## src/rtl/initiator_port.sv

```systemverilog
// Initiator endpoint of the serial bus: serializes address/write data,
// collects read bytes, and bounds every wait with a timeout.
module initiator_port #(
    parameter int TIMEOUT_CYCLES = 64
) (
    input  logic        clk,
    input  logic        rst_n,
    input  logic        init_req,
    input  logic [15:0] init_addr,
    input  logic [7:0]  init_wdata,
    input  logic        init_rw,
    output logic        init_busy,
    output logic        init_done,
    output logic        init_error,
    output logic [7:0]  init_rdata,
    output logic        init_rdata_valid,
    output logic        bus_data_out,
    output logic        bus_data_out_valid,
    output logic        bus_mode,
    output logic        bus_init_rw,
    input  logic        bus_data_in,
    input  logic        bus_data_in_valid,
    input  logic        bus_target_ready,
    input  logic        bus_target_ack
);

    typedef enum logic [2:0] {
        IDLE,
        WAIT_READY,
        ADDR,
        DATA,
        RX,
        WAIT_ACK,
        DONE
    } state_t;

    localparam int TW = $clog2(TIMEOUT_CYCLES) + 1;
    localparam logic [TW-1:0] TLAST = TW'(TIMEOUT_CYCLES - 1);

    state_t        state;
    logic [15:0]   addr_q;
    logic [7:0]    wdata_q;
    logic [7:0]    rx_q;
    logic          rw_q;
    logic [3:0]    acnt;
    logic [2:0]    bcnt;
    logic [TW-1:0] tcnt;
    logic          tout;

    assign tout = (tcnt == TLAST);

    always_ff @(posedge clk or negedge rst_n) begin
        if (!rst_n) begin
            state              <= IDLE;
            addr_q             <= '0;
            wdata_q            <= '0;
            rx_q               <= '0;
            rw_q               <= 1'b0;
            acnt               <= '0;
            bcnt               <= '0;
            tcnt               <= '0;
            init_busy          <= 1'b0;
            init_done          <= 1'b0;
            init_error         <= 1'b0;
            init_rdata         <= '0;
            init_rdata_valid   <= 1'b0;
            bus_data_out       <= 1'b0;
            bus_data_out_valid <= 1'b0;
            bus_mode           <= 1'b0;
            bus_init_rw        <= 1'b0;
        end else begin
            init_done        <= 1'b0;
            init_error       <= 1'b0;
            init_rdata_valid <= 1'b0;
            unique case (state)
                IDLE: begin
                    if (init_req) begin
                        addr_q      <= init_addr;
                        wdata_q     <= init_wdata;
                        rw_q        <= init_rw;
                        bus_init_rw <= init_rw;
                        init_busy   <= 1'b1;
                        tcnt        <= '0;
                        state       <= WAIT_READY;
                    end
                end
                WAIT_READY: begin
                    if (bus_target_ready) begin
                        acnt               <= '0;
                        bus_data_out       <= addr_q[0];
                        bus_data_out_valid <= 1'b1;
                        bus_mode           <= 1'b0;
                        state              <= ADDR;
                    end else if (tout) begin
                        init_done  <= 1'b1;
                        init_error <= 1'b1;
                        state      <= DONE;
                    end else begin
                        tcnt <= tcnt + 1'b1;
                    end
                end
                ADDR: begin
                    if (acnt == 4'd15) begin
                        bcnt <= '0;
                        tcnt <= '0;
                        if (rw_q) begin
                            bus_data_out <= wdata_q[0];
                            bus_mode     <= 1'b1;
                            state        <= DATA;
                        end else begin
                            bus_data_out       <= 1'b0;
                            bus_data_out_valid <= 1'b0;
                            state              <= RX;
                        end
                    end else begin
                        acnt         <= acnt + 4'd1;
                        bus_data_out <= addr_q[acnt + 4'd1];
                    end
                end
                DATA: begin
                    if (bcnt == 3'd7) begin
                        tcnt               <= '0;
                        bus_data_out       <= 1'b0;
                        bus_data_out_valid <= 1'b0;
                        bus_mode           <= 1'b0;
                        state              <= WAIT_ACK;
                    end else begin
                        bcnt         <= bcnt + 3'd1;
                        bus_data_out <= wdata_q[bcnt + 3'd1];
                    end
                end
                WAIT_ACK: begin
                    if (bus_target_ack) begin
                        init_done <= 1'b1;
                        state     <= DONE;
                    end else if (tout) begin
                        init_done  <= 1'b1;
                        init_error <= 1'b1;
                        state      <= DONE;
                    end else begin
                        tcnt <= tcnt + 1'b1;
                    end
                end
                RX: begin
                    if (bus_data_in_valid) begin
                        rx_q[bcnt] <= bus_data_in;
                        tcnt       <= '0;
                        if (bcnt == 3'd7) begin
                            // top bit arrives this cycle, so merge it directly
                            init_rdata       <= {bus_data_in, rx_q[6:0]};
                            init_rdata_valid <= 1'b1;
                            init_done        <= 1'b1;
                            state            <= DONE;
                        end else begin
                            bcnt <= bcnt + 3'd1;
                        end
                    end else if (tout) begin
                        init_done  <= 1'b1;
                        init_error <= 1'b1;
                        state      <= DONE;
                    end else begin
                        tcnt <= tcnt + 1'b1;
                    end
                end
                DONE: begin
                    init_busy <= 1'b0;
                    acnt      <= '0;
                    bcnt      <= '0;
                    tcnt      <= '0;
                    state     <= IDLE;
                end
                default: state <= IDLE;
            endcase
        end
    end

endmodule

```

## config.mk

```make
export PLATFORM = sky130hd
export DESIGN_NAME = initiator_port
export DESIGN_NICKNAME = d
export VERILOG_FILES = /design/src/rtl/initiator_port.sv
export SDC_FILE = /design/constraint.sdc
export NUM_CORES = 1
export LEC_CHECK = 0
export CAP_MARGIN = 10
export CELL_PAD_IN_SITES_DETAIL_PLACEMENT = 2
export CELL_PAD_IN_SITES_GLOBAL_PLACEMENT = 2
export CORE_ASPECT_RATIO = 0.5
export CORE_MARGIN = 4
export CORE_UTILIZATION = 36
export DETAILED_ROUTE_END_ITERATION = 10
export GPL_ROUTABILITY_DRIVEN = 0
export PLACE_DENSITY_LB_ADDON = 0.25
export RECOVER_POWER = 25
export SYNTH_ARGS = -nofsm -noshare
export SYNTH_HDL_FRONTEND = slang
export SYNTH_SLANG_ARGS = --single-unit
```

## constraint.sdc

```tcl
create_clock -name clk -period 2.44 [get_ports clk]
set_input_delay 0.488 -clock clk [delete_from_list [all_inputs] [get_ports clk]]
set_output_delay 0.488 -clock clk [all_outputs]
set_load 0.03 [all_outputs]
```

==> summary.md <==
| Metric | Value |
|---|---|
| Run status | complete, but fails checks |
| Failing checks | capacitance limit, slew limit |
| Share of layout cells above drive strength 1 | between 10 and 15% |
| Leading area contributor after synthesis | dfrtp_1 |
| Number of nets in the layout | between 300 and 400 |
| Area growth syn-to-layout | 30.7% |
| Comb pwr share | between 30% and 40% |
| Mapped Area | around 3200 um^2 |
| Starting Density | a little under two fifths |
| Sequential area share after synthesis | 50.7% |
| Clock group share of total power | 25.3% |
| Period utilization | between 80% and 90% |
| Slew margin rel. | -8.07% |
| Overall power | 4.96 mW |
| CP Data Arrival Time | between 2000 and 2500 ps |
| Internal | between 3 and 4 mW |
| Overflow after GRT | 0 |
| DRC Markers | 0 |
| Post-CTS sizing | 0 |
| Pwr dens | 1200 nW/um^2 |
| Max-cap violations | 1 |
| Pleak | between 1.5 and 2 nW |
| Min cycle time layout | 2140 ps |
| Via Count | about 2400 |
| Htree depth | 3 |
| Worst skew pair latency | 330 ps |
| Crit path cell chain | ha_1 > ha_1 > nor2b_1 > o311ai_4 > and3_1 > or4_1 > nand2_1 |
| Initial antenna violation count | 0 |
| Post-DP HPWL | between 6000 and 7000 um |
| Synth top area share | between 50 and 60% |
| Count of final setup violators | 0 |
| Worst path required time | 2710 ps |
| R2R depth | 7 |
| CORE AREA | approximately 8300 um^2 |
| Largest net degree at the start of global routing | 65 |
| DR vias/cell | approximately 5.4 |
| Number of port buffers | 47 |
| Sequential Power Share | 35.6% |
| CTS tree | yes |
| Detailed Route WL | 8710 um |
| Drt wl/cell | about 20 um |
| Util after Layout | 50.0% |
| Cells after synthesis | ~260 |
| Main area contributors after synthesis | dfrtp_1, mux2_1, mux4_2 |
| Final ANT Viol Nets | 0 |
| Sw Share | 35.5% |
| CTS Sinks | 64 |
| Antenna cells | 0 |
| CP Capture Type | register |
| Peak VDD IR | about 0.48 mV |
| Reg clk slew, reported paths | 50 ps |
| Standard-cell rows | 23 |
| Die area | 10400 um^2 |
| Number of synthesized flops with an enable pin | 0 |
| HP Class | reg -> reg |
| Fillers | between 700 and 800 |
| CTS buffer count | 9 |
| Post-CTS setup buffers | 0 |
| Crit-path max cell delay | roughly 500 ps |
| Tightest Pin Transition | roughly 1600 ps |
| Final Worst Setup Slack | around 300 ps |
| Post-route setup TNS | 0 ps |
| Pre-CTS WS | approximately 61 ps |
| Startpoint types | register |
| Worst hold stages | 1 |
| Vias in the first global route | 2764 |
| Worst Path Max Fanout | 7 |
| Setup CP Type | reg -> reg |
| Post-synthesis net count | roughly 300 |
| Final Hold Vio Count | 0 |
| Main synth FF type | dfrtp_1 |
| Initial DRT Pass Iterations | 4 |
| Final slew viol count | 65 |
| Worst path slowest cell | or4_1 |
| Synth warn | 0 |
| Post-route clock skew | 9.08 ps |
| Cts hold-fix bufs | 0 |
| Achievable frequency | approximately 470 MHz |
| Die span in y | around 74 um |
| RSZ-0062 raised after global routing | false |
| Global-route wire length before repair | 14600 um |
| Yosys reg bits | 64 |
| CP most frequent cell | ha_1 |
| GRT Total Usage | around 18% |
| Initial DRC count | 57 |
| Non-Filler Instances | between 400 and 500 |
| Switching power | approximately 1.8 mW |
| Share of flip-flops with an asynchronous set or reset | between 90% and 100% |
| Post-Place Cells | roughly 420 |
| Root buf cell | clkbuf_16 |
| Syn Area/Cell | 12.1 um^2 |
| Max clock buf depth | 2 |
| Unique masters post-synth | 49 |
| Die width | ~140 um |
| Io pins | 48 |
==> final timing paths <==
path                       startpoint       endpoint  slack [ps]
setup / recovery              bcnt[0]        tcnt[3]         300
hold / removal              addr_q[6]      addr_q[6]         480
setup reg to reg              bcnt[0]        tcnt[3]         300
hold reg to reg             addr_q[6]      addr_q[6]         480
max in group asynchronous       rst_n  init_rdata[4]         820
min in group asynchronous       rst_n      addr_q[7]         660
==> cell families (layout without fill, tap and decap cells) <==
kind of cell / Yosys count / count (layout) / synth area share, %
adders and majority gates: 4 / 4 / 1.59
muxes: 52 / 52 / 20.5
xor gates and xnor gates: 4 / 4 / 1.11
and+or+nand+nor: 83 / 83 / 15.0
DFF: 64 / 64 / 50.7
buffers and inverters: 13 / 80 / 1.82
AOI/OAI and AO/OA: 41 / 41 / 9.24
==> per-stage QoR <==
stage	instance area [um^2]	hold slack [ps]
after global placement	3850	459
after global routing	4130	506
after floorplan	3160	192
final	4130	484
after CTS	4140	177
after detailed placement	3850	478
==> worst max-delay path: cells and delay by family, from the launching register on <==
kind	cells	cell delay [ps]
fa+ha+maj	2	420
compound gates	1	170
simple gates	4	1100
flops	1	390
==> cells in the final DEF (no fill, tap or decap), drive strengths merged, types with 3 or more instances in the layout <==
master	count
clkbuf	11
a21oi	7
o211ai	3
clkdlybuf4s50	46
nand4	3
dfrtp	64
or2	3
clkinv	3
nand3	12
nor3	5
and3	5
nor3b	6
buf	14
ha	4
inv	3
o21a	3
a22o	3
xor2	4
o21ai	12
nand2b	5
nand2	13
mux2i	4
nor2b	4
nor2	17
mux2	42
or4	4
mux4	6
==> per-layer routing <==
metal,vias to the layer above,wire length (um),global-route usage (%)
met2,36,4460,32.9
li1,1096,-,-
met3,11,264,4.43
met1,1216,3860,21.9
met4,0,125,5.91
met5,-,0,0
==> state kept, by name, indices dropped and copies added, names as in the netlist, 3 cells and up <==
signal / cells
state: 3
bcnt: 3
tcnt: 7
init_rdata: 8
rx_q: 7
acnt: 4
addr_q: 16
wdata_q: 8
==> power by group through the flow <==
stage	logic (mW)	clock network (mW)	registers, mW
after floorplan	1.30	0	1.70
after global placement	1.84	0	1.73
after detailed placement	1.94	0	1.78
after CTS	1.97	1.29	1.77
after global routing	2.13	1.35	1.82
final	1.94	1.25	1.77
==> layout make-up <==
class	instances	area [um^2]	area share (%)
flip-flops and latches	64	1600	38.8
multi-input cells	184	1500	36.4
repair buffers	61	581	14.1
clock buffers	10	229	5.55
well taps	112	140	3.40
clock inverters	6	60.1	1.46
inverters	3	11.3	0.273
==> cells in the mapped netlist (5+ instances only) <==
master and instances:
mux4_2 6, mux2_2 8, clkbuf_1 5, nor3b_1 6, nand3_1 10, dfrtp_1 64, a21oi_1 7, and3_1 5
o21ai_0 9, nand2_1 13, nand2b_1 5, nor2_1 16, mux2_1 34
No activity file was read; power rests on OpenSTA's default activity.
